[src/rtl/ex_mem_stage_if.sv]
// EX->MEM handshake bundle: execute-side beat inputs, memory-side head outputs, forwarding taps.
// slave = the pipeline stage; master = whoever drives the execute side and consumes the head.
interface ex_mem_stage_if #(
    parameter int REGSIZE = 64,
    parameter int RADDR   = 5
);
    logic               in_valid;
    logic               in_ready;
    logic [REGSIZE-1:0] alu_out;
    logic               alu_nz;
    logic [REGSIZE-1:0] store_data;
    logic [REGSIZE-1:0] branch_target;
    logic [RADDR-1:0]   rd;
    logic               ctl_mem_read;
    logic               ctl_mem_write;
    logic               ctl_reg_write;
    logic               ctl_mem_to_reg;
    logic               ctl_cbz;
    logic               ctl_ubranch;
    logic               flush;

    logic               out_valid;
    logic               out_ready;
    logic [REGSIZE-1:0] out_alu;
    logic [REGSIZE-1:0] out_store;
    logic [REGSIZE-1:0] out_target;
    logic [RADDR-1:0]   out_rd;
    logic               out_mem_read;
    logic               out_mem_write;
    logic               out_reg_write;
    logic               out_mem_to_reg;
    logic               out_pc_src;
    logic               fwd_valid;
    logic [RADDR-1:0]   fwd_rd;
    logic [REGSIZE-1:0] fwd_data;

    modport slave (
        input  in_valid, alu_out, alu_nz, store_data, branch_target, rd,
               ctl_mem_read, ctl_mem_write, ctl_reg_write, ctl_mem_to_reg,
               ctl_cbz, ctl_ubranch, flush, out_ready,
        output in_ready, out_valid, out_alu, out_store, out_target, out_rd,
               out_mem_read, out_mem_write, out_reg_write, out_mem_to_reg,
               out_pc_src, fwd_valid, fwd_rd, fwd_data
    );

    modport master (
        output in_valid, alu_out, alu_nz, store_data, branch_target, rd,
               ctl_mem_read, ctl_mem_write, ctl_reg_write, ctl_mem_to_reg,
               ctl_cbz, ctl_ubranch, flush, out_ready,
        input  in_ready, out_valid, out_alu, out_store, out_target, out_rd,
               out_mem_read, out_mem_write, out_reg_write, out_mem_to_reg,
               out_pc_src, fwd_valid, fwd_rd, fwd_data
    );
endinterface

[src/rtl/ex_mem_stage.sv]
// LEGv8 EX->MEM register with CBZ/B resolution; 1-cycle latency, 1 beat/cycle.
// Two-entry skid (main + skid) absorbs one stall; in_ready drops only once full, never from out_ready.
module ex_mem_stage #(
    parameter int REGSIZE = 64,
    parameter int RADDR   = 5
) (
    input  logic             clk,
    input  logic             reset,
    ex_mem_stage_if.slave    bus
);
    localparam logic [1:0] S_EMPTY = 2'd0;
    localparam logic [1:0] S_ONE   = 2'd1;
    localparam logic [1:0] S_FULL  = 2'd2;

    typedef struct packed {
        logic [REGSIZE-1:0] alu;
        logic [REGSIZE-1:0] store;
        logic [REGSIZE-1:0] target;
        logic [RADDR-1:0]   rd;
        logic               mem_read;
        logic               mem_write;
        logic               reg_write;
        logic               mem_to_reg;
        logic               taken;
    } entry_t;

    logic [1:0] r_state;
    logic       r_main_vld;
    entry_t     r_main;
    entry_t     r_skid;

    entry_t     w_new;
    logic       w_in_ready;
    logic       w_accept;
    logic       w_pop;

    // Branch resolved and XZR writes dropped here so the head is final once stored.
    always_comb begin
        w_new            = '0;
        w_new.alu        = bus.alu_out;
        w_new.store      = bus.store_data;
        w_new.target     = bus.branch_target;
        w_new.rd         = bus.rd;
        w_new.mem_read   = bus.ctl_mem_read;
        w_new.mem_write  = bus.ctl_mem_write;
        w_new.reg_write  = bus.ctl_reg_write & (bus.rd != RADDR'(31));
        w_new.mem_to_reg = bus.ctl_mem_to_reg;
        w_new.taken      = bus.ctl_ubranch | (bus.ctl_cbz & ~bus.alu_nz);
    end

    assign w_in_ready = ~reset & (r_state != S_FULL) & ~bus.flush;
    assign w_accept   = bus.in_valid & w_in_ready;
    assign w_pop      = r_main_vld & bus.out_ready;

    always_ff @(posedge clk or posedge reset) begin
        if (reset) begin
            r_state    <= S_EMPTY;
            r_main_vld <= 1'b0;
            r_main     <= '0;
            r_skid     <= '0;
        end else if (bus.flush) begin
            r_state    <= S_EMPTY;
            r_main_vld <= 1'b0;
        end else begin
            case (r_state)
                S_EMPTY: begin
                    if (w_accept) begin
                        r_main     <= w_new;
                        r_main_vld <= 1'b1;
                        r_state    <= S_ONE;
                    end
                end
                S_ONE: begin
                    if (w_accept && w_pop) begin
                        r_main <= w_new;
                    end else if (w_accept) begin
                        r_skid  <= w_new;
                        r_state <= S_FULL;
                    end else if (w_pop) begin
                        r_main_vld <= 1'b0;
                        r_state    <= S_EMPTY;
                    end
                end
                S_FULL: begin
                    if (w_pop) begin
                        r_main  <= r_skid;
                        r_state <= S_ONE;
                    end
                end
                default: begin
                    r_state    <= S_EMPTY;
                    r_main_vld <= 1'b0;
                end
            endcase
        end
    end

    assign bus.in_ready       = w_in_ready;
    assign bus.out_valid      = r_main_vld;
    assign bus.out_alu        = r_main.alu;
    assign bus.out_store      = r_main.store;
    assign bus.out_target     = r_main.target;
    assign bus.out_rd         = r_main.rd;
    assign bus.out_mem_read   = r_main.mem_read;
    assign bus.out_mem_write  = r_main.mem_write;
    assign bus.out_reg_write  = r_main.reg_write;
    assign bus.out_mem_to_reg = r_main.mem_to_reg;
    assign bus.out_pc_src     = r_main_vld & r_main.taken;
    assign bus.fwd_valid      = r_main_vld & r_main.reg_write & ~r_main.mem_to_reg;
    assign bus.fwd_rd         = r_main.rd;
    assign bus.fwd_data       = r_main.alu;
endmodule
[src/flat_wrapper.sv]
// flat-port wrapper written by rule: the top's interface ports become plain ports
module ex_mem_stage_flat 
#(
    parameter int REGSIZE = 64,
    parameter int RADDR   = 5
)
  (clk, reset, bus_in_valid, bus_alu_out, bus_alu_nz, bus_store_data, bus_branch_target, bus_rd, bus_ctl_mem_read, bus_ctl_mem_write, bus_ctl_reg_write, bus_ctl_mem_to_reg, bus_ctl_cbz, bus_ctl_ubranch, bus_flush, bus_out_ready, bus_in_ready, bus_out_valid, bus_out_alu, bus_out_store, bus_out_target, bus_out_rd, bus_out_mem_read, bus_out_mem_write, bus_out_reg_write, bus_out_mem_to_reg, bus_out_pc_src, bus_fwd_valid, bus_fwd_rd, bus_fwd_data);
  ex_mem_stage_if #(.REGSIZE(REGSIZE), .RADDR(RADDR)) bus_i ();
  input  logic clk;
  input  logic reset;
  input wire logic [$bits(bus_i.in_valid)-1:0] bus_in_valid;
  input wire logic [$bits(bus_i.alu_out)-1:0] bus_alu_out;
  input wire logic [$bits(bus_i.alu_nz)-1:0] bus_alu_nz;
  input wire logic [$bits(bus_i.store_data)-1:0] bus_store_data;
  input wire logic [$bits(bus_i.branch_target)-1:0] bus_branch_target;
  input wire logic [$bits(bus_i.rd)-1:0] bus_rd;
  input wire logic [$bits(bus_i.ctl_mem_read)-1:0] bus_ctl_mem_read;
  input wire logic [$bits(bus_i.ctl_mem_write)-1:0] bus_ctl_mem_write;
  input wire logic [$bits(bus_i.ctl_reg_write)-1:0] bus_ctl_reg_write;
  input wire logic [$bits(bus_i.ctl_mem_to_reg)-1:0] bus_ctl_mem_to_reg;
  input wire logic [$bits(bus_i.ctl_cbz)-1:0] bus_ctl_cbz;
  input wire logic [$bits(bus_i.ctl_ubranch)-1:0] bus_ctl_ubranch;
  input wire logic [$bits(bus_i.flush)-1:0] bus_flush;
  input wire logic [$bits(bus_i.out_ready)-1:0] bus_out_ready;
  output wire logic [$bits(bus_i.in_ready)-1:0] bus_in_ready;
  output wire logic [$bits(bus_i.out_valid)-1:0] bus_out_valid;
  output wire logic [$bits(bus_i.out_alu)-1:0] bus_out_alu;
  output wire logic [$bits(bus_i.out_store)-1:0] bus_out_store;
  output wire logic [$bits(bus_i.out_target)-1:0] bus_out_target;
  output wire logic [$bits(bus_i.out_rd)-1:0] bus_out_rd;
  output wire logic [$bits(bus_i.out_mem_read)-1:0] bus_out_mem_read;
  output wire logic [$bits(bus_i.out_mem_write)-1:0] bus_out_mem_write;
  output wire logic [$bits(bus_i.out_reg_write)-1:0] bus_out_reg_write;
  output wire logic [$bits(bus_i.out_mem_to_reg)-1:0] bus_out_mem_to_reg;
  output wire logic [$bits(bus_i.out_pc_src)-1:0] bus_out_pc_src;
  output wire logic [$bits(bus_i.fwd_valid)-1:0] bus_fwd_valid;
  output wire logic [$bits(bus_i.fwd_rd)-1:0] bus_fwd_rd;
  output wire logic [$bits(bus_i.fwd_data)-1:0] bus_fwd_data;
  assign bus_i.in_valid = bus_in_valid;
  assign bus_i.alu_out = bus_alu_out;
  assign bus_i.alu_nz = bus_alu_nz;
  assign bus_i.store_data = bus_store_data;
  assign bus_i.branch_target = bus_branch_target;
  assign bus_i.rd = bus_rd;
  assign bus_i.ctl_mem_read = bus_ctl_mem_read;
  assign bus_i.ctl_mem_write = bus_ctl_mem_write;
  assign bus_i.ctl_reg_write = bus_ctl_reg_write;
  assign bus_i.ctl_mem_to_reg = bus_ctl_mem_to_reg;
  assign bus_i.ctl_cbz = bus_ctl_cbz;
  assign bus_i.ctl_ubranch = bus_ctl_ubranch;
  assign bus_i.flush = bus_flush;
  assign bus_i.out_ready = bus_out_ready;
  assign bus_in_ready = bus_i.in_ready;
  assign bus_out_valid = bus_i.out_valid;
  assign bus_out_alu = bus_i.out_alu;
  assign bus_out_store = bus_i.out_store;
  assign bus_out_target = bus_i.out_target;
  assign bus_out_rd = bus_i.out_rd;
  assign bus_out_mem_read = bus_i.out_mem_read;
  assign bus_out_mem_write = bus_i.out_mem_write;
  assign bus_out_reg_write = bus_i.out_reg_write;
  assign bus_out_mem_to_reg = bus_i.out_mem_to_reg;
  assign bus_out_pc_src = bus_i.out_pc_src;
  assign bus_fwd_valid = bus_i.fwd_valid;
  assign bus_fwd_rd = bus_i.fwd_rd;
  assign bus_fwd_data = bus_i.fwd_data;
  ex_mem_stage #(.REGSIZE(REGSIZE), .RADDR(RADDR)) u_core (.clk(clk), .reset(reset), .bus(bus_i));
endmodule
[config.mk]
export PLATFORM = sky130hd
export DESIGN_NAME = ex_mem_stage_flat
export DESIGN_NICKNAME = d
export VERILOG_FILES = /design/src/rtl/ex_mem_stage_if.sv /design/src/rtl/ex_mem_stage.sv /design/src/flat_wrapper.sv
export SDC_FILE = /design/constraint.sdc
export NUM_CORES = 1
export LEC_CHECK = 0
export ABC_AREA = 0
export CAP_MARGIN = 10
export CORE_MARGIN = 8
export CORE_UTILIZATION = 25
export CTS_CLUSTER_SIZE = 40
export DETAILED_ROUTE_END_ITERATION = 8
export DONT_BUFFER_PORTS = 1
export HOLD_SLACK_MARGIN = 0.06
export MAX_ROUTING_LAYER = met4
export SLEW_MARGIN = 5
export SYNTH_ARGS = -nofsm -noshare
export SYNTH_HDL_FRONTEND = slang
export SYNTH_SLANG_ARGS = --single-unit
export TNS_END_PERCENT = 50
[constraint.sdc]
create_clock -name clk -period 19 [get_ports clk]
set_input_delay 4.75 -clock clk [delete_from_list [all_inputs] [get_ports clk]]
set_output_delay 4.75 -clock clk [all_outputs]
set_load 0.01 [all_outputs]
==> results of run 1 <==
[synth_stat cells, drive strengths merged]
| master | instances | area (um^2) |
|---|---|---|
| inv | 4 | 15.0 |
| a21o | 2 | 15.0 |
| o21ai | 4 | 20.0 |
| a21oi | 4 | 20.0 |
| or3b | 1 | 8.76 |
| a31oi | 201 | 1260 |
| a211o | 1 | 8.76 |
| clkbuf | 67 | 251 |
| a221oi | 1 | 15.0 |
| mux2 | 202 | 2270 |
| nor2 | 200 | 751 |
| nand3 | 3 | 15.0 |
| nor3 | 3 | 15.0 |
| and2 | 1 | 6.26 |
| o211ai | 1 | 7.51 |
| dfrtp | 407 | 10200 |
| buf | 311 | 2270 |
| nor2b | 2 | 12.5 |
| a211oi | 1 | 7.51 |
| or2 | 1 | 6.26 |
| nor3b | 1 | 7.51 |
| and3 | 1 | 6.26 |
| nand2 | 405 | 1520 |
| nand2b | 1 | 6.26 |
| or4b | 1 | 10.0 |
[final timing paths]
kind / start / to / cells after the start
max: bus_flush / bus_in_ready / 1
min: u_core.r_skid[2]$_DFFE_PP0P_ / u_core.r_skid[2]$_DFFE_PP0P_ / 2
max reg2reg: u_core.r_state[0]$_DFFE_PP0P_ / u_core.bus.out_store[4]$_DFFE_PP0P_ / 7
min reg2reg: u_core.r_skid[2]$_DFFE_PP0P_ / u_core.r_skid[2]$_DFFE_PP0P_ / 2
max in group asynchronous: reset / u_core.bus.fwd_data[56]$_DFFE_PP0P_ / 3
min in group asynchronous: reset / u_core.bus.out_mem_write$_DFFE_PP0P_ / 1
[layout make-up]
cell class / count / share of cell area, %
Tap cell: 969 / 6.35
Sequential cell: 407 / 53.3
Inverter: 4 / 0.118
Clock inverter: 20 / 1.13
Antenna cell: 2 / 0.0262
Multi-Input combinational cell: 1037 / 31.6
Timing Repair Buffer: 13 / 0.707
Clock buffer: 61 / 6.80
[power groups by stage]
stage	registers (mW)	clock network, mW	logic, mW
floorplan	1.16	0	0.485
global placement	1.31	0	0.235
detailed placement	1.32	0	0.251
CTS	1.31	0.930	0.250
global route	1.33	0.961	0.282
finish	1.30	0.892	0.244
[worst reg2reg max path, stage by stage (launching register included)]
cell and delay [ns]:
dfrtp_1 0.45, nand2b_4 0.63, a221oi_4 0.79, buf_4 0.51
buf_4 0.74, buf_4 0.81, nor2_1 0.18, a31oi_1 0.17
[metrics by stage]
| stage | hold WS (ns) | power [mW] | util, % | setup slack, ns |
|---|---|---|---|---|
| floorplan | 0.444 | 1.65 | - | 2.93 |
| global placement | 0.458 | 1.55 | 23.7 | 9.10 |
| detailed placement | 0.486 | 1.57 | 23.7 | 9.14 |
| CTS | 0.496 | 2.49 | 25.7 | 9.14 |
| global route | 0.510 | 2.57 | 25.7 | 9.15 |
| finish | 0.496 | 2.44 | 25.7 | 9.15 |
[cells by family after synthesis]
kind of cell,Yosys count
buffers and inverters,382
flip-flops,407
multiplexers,202
AO/OA/AOI/OAI,215
AND/OR/NAND/NOR,620
[routing by layer]
| metal | global-route usage (%) | vias to the layer above | wire length (um) | share of wire [%] |
|---|---|---|---|---|
| li1 | - | 5193 | - | - |
| met1 | 11.7 | 5632 | 16900 | 36 |
| met2 | 18.0 | 450 | 23000 | 49 |
| met3 | 4.99 | 103 | 5500 | 12 |
| met4 | 4.52 | 0 | 1910 | 4.0 |
| met5 | - | - | 0 | 0 |
==> results by group, run 1 <==
STA
  – Minimum clock period: approximately 9.9 ns
  – RSZ-0062 raised after global routing: no
  – Worst slew pin tran: 1.07 ns
  – Final period util: 51.9%
  – TNS Setup: 0 ns
  – Pins Over Slew Limit: 0
  – FMAX: 101 MHz
  – Final hold violation count: 0
  – Slew headroom: roughly 29%
  – Clock Skew: 0.0261 ns
  – Final setup fails: 0

Finish
  – Post-Layout Cell Count: between 2000 and 3000
  – Most frequent cells in the layout: dfrtp_1, nand2_1, mux2_2
  – Max FFs per register: 202
  – Multi-input gate area: between 6000 and 7000 um^2
  – Design area: around 19000 um^2
  – Final nets: between 1500 and 2000
  – Commonest non-fill, non-tap cell in the layout: dfrtp_1
  – Biggest register: u_core.r_skid
  – Share of cells above drive strength 1: 19.1%
  – Flip-flop and latch area: 10200 um^2
  – Area Growth Syn to Fin: 2.12%
  – # fillers: ~8000

Floorplan
  – Io pins: 483
  – Core Region: 74300 um^2
  – Row count: 100
  – Die Height: 290 um
  – Initial core utilization: 25.2%
  – Die X: approximately 290 um
  – Total Die Area: approximately 84000 um^2

Clock network
  – Clock sinks: 407
  – CTS tree: yes
  – Clock buffer depth: 3
  – Post-CTS resize count: 0
  – Clk slew on worst S/H paths: approximately 0.060 ns
  – # hold bufs at CTS: 0
  – Setup Fix Bufs, Post-CTS: 0
  – Number of H-tree levels: 2
  – CTS Root Cell: clkbuf_16
  – Worst skew pair latency: between 0.5 and 0.6 ns
  – Cts bufs inserted: 47

Worst setup path
  – Crit end category: output port
  – Critical path's largest stage delay: 0.35 ns
  – Critical Path RT: 14.25 ns
  – CP top delay family: simple AND/OR/NAND/NOR gates
  – Bufs and invs on worst path: 0
  – CP Launch Type: input port
  – Kind of critical path: in2out
  – CP max FO: 8
  – Flop2flop setup slack: between 10 and 15 ns
  – Crit path cell chain: nor3_1
  – WP data arrival: 5.10 ns
  – CP max-delay cell: nor3_1

Route
  – DRT Pass-1 Iters: 5
  – Vias: roughly 11000
  – Via-to-Cell Ratio: 4.53
  – WL final: 47400 um
  – Residual DRC: 0
  – DR iter-0 viols: 752
  – Routed WL per cell: 18.8 um
  – DRT antenna net count: 0

Power and ir drop
  – Clk network pwr share: 36.6%
  – Pwr dens: 128 nW/um^2
  – Switching power: 0.715 mW
  – Int Pwr: ~1.7 mW
  – Combinational share of power: 10.0%
  – Leak: 8.35 nW
  – Part of the power in registers: a little over half
  – Max rail drop VDD: around 0.07 mV
  – Switching Share: 29.3%

Logic synthesis
  – Largest family of logic cells by synthesized area: buffers and inverters
  – Net count after synthesis: 2035
  – Synthesis-stage register bit count: 407
  – Compound-Gate Fraction of Synth Area: 7.22%
  – Cell variety after synth: 27
  – Fraction of the mapped netlist area in adder cells: 0%
  – Average size of a mapped cell: 10.2 um^2
  – Register area share after synthesis: 54.4%
  – Multiplexer area fraction after synthesis: 12.2%
  – Mapped cell area: around 19000 um^2
  – YS warnings: 0
  – Post-synthesis cell count: 1826
  – Xor and xnor area share after synthesis: 0%
  – Simple-gate share of the synthesized area: between 10% and 20%

Placement
  – Port Buffers: 0
  – RD Place Congestion: 0.759
  – Area after DPL: 17600 um^2
  – Dpl hpwl: around 32000 um
  – Placed cells: approximately 2400

Global route
  – Largest net degree at the start of global routing: roughly 150
  – GRT overflow: 0
  – Vias in the first global route: 11278
  – Antenna violations before repair: 5
  – GRT Overall Usage: 11.0%
  – Global-route wire length before repair: between 70000 and 80000 um

Status
  – Status: finished clean

Job
  – Maximum Capacitance Violations: 0

Min path
  – Hold Crit Class: reg2reg
Power figures use the tool's default switching activity.
==> run 2: changes to the inputs <==
clock period = 9.1 ns   (was 19 ns; I/O delays follow)
==> run 2 against run 1 <==
Total power grew 110%. Worst hold slack worse by 0.0077 ns. Utilization is 0.19 points higher. Register-to-register slack worse by 9.0 ns. Critical path depth unchanged. Clock power grew 120%. Cell count grew 0.44%. Via count hardly changed. Die area stayed put. Sequential share of layout area is 0.39 points lower. Combinational power rose by 110%.
==> results by group, run 2 (synthesized netlist as in run 1, its figures left out) <==
Status
  – Status: finished clean (unchanged)

Clock network
  – Post-CTS resize count: 0 (unchanged)
  – Clk slew on worst S/H paths: 0.05 ns (was 0.06 ns)
  – Number of H-tree levels: 2 (unchanged)
  – # hold bufs at CTS: 0 (unchanged)
  – Worst skew pair latency: 0.57 ns (about the same)
  – Clock buffer depth: 3 (unchanged)
  – CTS Root Cell: clkbuf_16 (unchanged)
  – Cts bufs inserted: 47 (unchanged)
  – CTS tree: yes (unchanged)
  – Setup Fix Bufs, Post-CTS: 0 (unchanged)
  – Clock sinks: 407 (unchanged)

Worst setup path
  – Critical path's largest stage delay: 0.37 ns (was 0.35 ns)
  – Reg2Reg Depth: 6 (was 7)
  – Worst r2r src: u_core.r_state[0]$_DFFE_PP0P_ (unchanged)
  – Flop2flop setup slack: 5.62 ns (was 14.65 ns)
  – Kind of critical path: in2out (unchanged)
  – R2R Path End: u_core.bus.fwd_data[48]$_DFFE_PP0P_ (was u_core.bus.out_store[4]$_DFFE_PP0P_)
  – WP data arrival: 2.65 ns (was 5.10 ns)
  – CP max-delay cell: nor3_1 (unchanged)
  – CP top delay family: simple AND/OR/NAND/NOR gates (unchanged)
  – CP Launch Type: input port (unchanged)
  – Bufs and invs on worst path: 0 (unchanged)
  – Crit path cell chain: nor3_1 (unchanged)
  – Critical Path RT: 6.83 ns (was 14.25 ns)
  – CP max FO: 8 (unchanged)
  – Crit end category: output port (unchanged)

STA
  – RSZ-0062 raised after global routing: no (unchanged)
  – Final hold violation count: 0 (unchanged)
  – FMAX: 203 MHz
  – Worst setup margin: 4.18 ns (was 9.15 ns)
  – Minimum clock period: a little under 5 ns
  – Slew headroom: 30.6% (was 28.5%)
  – Worst slew pin tran: 1.04 ns (was 1.07 ns)
  – Worst Hold Slack: 0.488 ns (was 0.496 ns)
  – Final period util: 54.1%
  – Final setup fails: 0 (unchanged)
  – TNS Setup: 0 ns (unchanged)
  – Clock Skew: 0.0181 ns (was 0.0261 ns)
  – Pins Over Slew Limit: 0 (unchanged)

Floorplan
  – Total Die Area: 83800 um^2 (unchanged)
  – Initial core utilization: 25.2% (unchanged)
  – Core Region: 74300 um^2 (unchanged)
  – Io pins: 483 (unchanged)
  – Die X: 290 um (unchanged)
  – Row count: 100 (unchanged)
  – Die Height: 290 um (unchanged)

Global route
  – GRT overflow: 0 (unchanged)
  – GRT Overall Usage: 11.3% (was 11.0%)
  – Antenna violations before repair: 5 (unchanged)
  – Global-route wire length before repair: 71900 um (was 70400 um)
  – Vias in the first global route: 11278 (unchanged)
  – Largest net degree at the start of global routing: 130 (was 149)

Route
  – Routed WL per cell: 19.3 um (was 18.8 um)
  – Vias: 11380 (was 11378)
  – DRT antenna net count: 0 (unchanged)
  – Via-to-Cell Ratio: 4.51 (was 4.53)
  – DRT Pass-1 Iters: 5 (unchanged)
  – DR iter-0 viols: 538 (was 752)
  – WL final: 48800 um (was 47400 um)
  – Residual DRC: 0 (unchanged)

Placement
  – RD Place Congestion: 0.789 (was 0.759)
  – Port Buffers: 0 (unchanged)
  – Pre-CTS setup slack: 3.96 ns (was 9.14 ns)
  – Dpl hpwl: 33500 um (was 31700 um)

Power and ir drop
  – Max rail drop VDD: 0.128 mV (was 0.0686 mV)
  – Pwr Total: 5.21 mW (was 2.44 mW)
  – Pwr dens: 271 nW/um^2 (was 128 nW/um^2)
  – Leak: 8.41 nW (was 8.35 nW)

Min path
  – Hold Crit Class: reg2reg (unchanged)
  – Worst Hold Depth: 2 (unchanged)
  – Critical hold path startpoint: u_core.r_skid[0]$_DFFE_PP0P_ (was u_core.r_skid[2]$_DFFE_PP0P_)
  – Hold EP: u_core.r_skid[0]$_DFFE_PP0P_ (was u_core.r_skid[2]$_DFFE_PP0P_)

Job
  – Maximum Capacitance Violations: 0 (unchanged)

Finish
  – Most frequent cells in the layout: dfrtp_1, nand2_1, mux2_2 (unchanged)
  – Final nets: 1723 (was 1719)
  – Area Growth Syn to Fin: 2.87% (was 2.12%)
  – Commonest non-fill, non-tap cell in the layout: dfrtp_1 (unchanged)
  – Share of cells above drive strength 1: 19.1% (about the same)
  – Biggest register: u_core.r_skid (unchanged)
  – Max FFs per register: 202 (unchanged)
==> run 2: layer usage <==
| metal | wire length (um) | global-route usage [%] | part of all wire, % | vias to the layer above |
|---|---|---|---|---|
| met5 | 0 | - | 0 | - |
| met4 | 2040 | 4.54 | 4.2 | 0 |
| met3 | 5500 | 5.10 | 11 | 109 |
| met2 | 23700 | 18.6 | 49 | 415 |
| met1 | 17600 | 11.9 | 36 | 5640 |
| li1 | - | - | - | 5216 |
==> run 2: final cells by class <==
cell class | count | area [um^2]
antenna | 8 | 20.0
clock buffer | 68 | 1370
clock inverter | 14 | 259
fill | 7770 | 55100
inverter | 4 | 18.8
multi-input combinational | 1037 | 6030
sequential | 407 | 10200
tap | 969 | 1210
timing repair buffer | 17 | 153
==> run 2: stage by stage <==
step,utilization [%],cells,cell area (um^2)
6_report,25.9,2524,19200
5_1_grt,25.9,2524,19200
4_1_cts,25.9,2516,19200
3_5_place_dp,23.7,2434,17600
3_3_place_gp,23.7,2434,17600
2_1_floorplan,-,1826,18700
==> run 2: how the worst max path moves through the flow <==
stage | startpoint | endpoint | slack, ns | depth (start not counted)
2_1_floorplan | reset | u_core.bus.fwd_data[0]$_DFFE_PP0P_ | 1.34 | 1
3_5_place_dp | bus_flush | u_core.r_main[0]$_DFFE_PP0P_ | 3.96 | 5
4_1_cts | bus_flush | bus_in_ready | 4.17 | 1
3_3_place_gp | bus_flush | u_core.r_main[0]$_DFFE_PP0P_ | 4.03 | 5
5_1_grt | bus_flush | bus_in_ready | 4.19 | 1
6_report | bus_flush | bus_in_ready | 4.18 | 1
==> run 2: report_power, final <==
part           switching, mW  total (mW)  internal, mW
registers              0.494        2.72          2.22
logic                  0.230       0.511         0.281
clock network          0.749        1.99          1.24
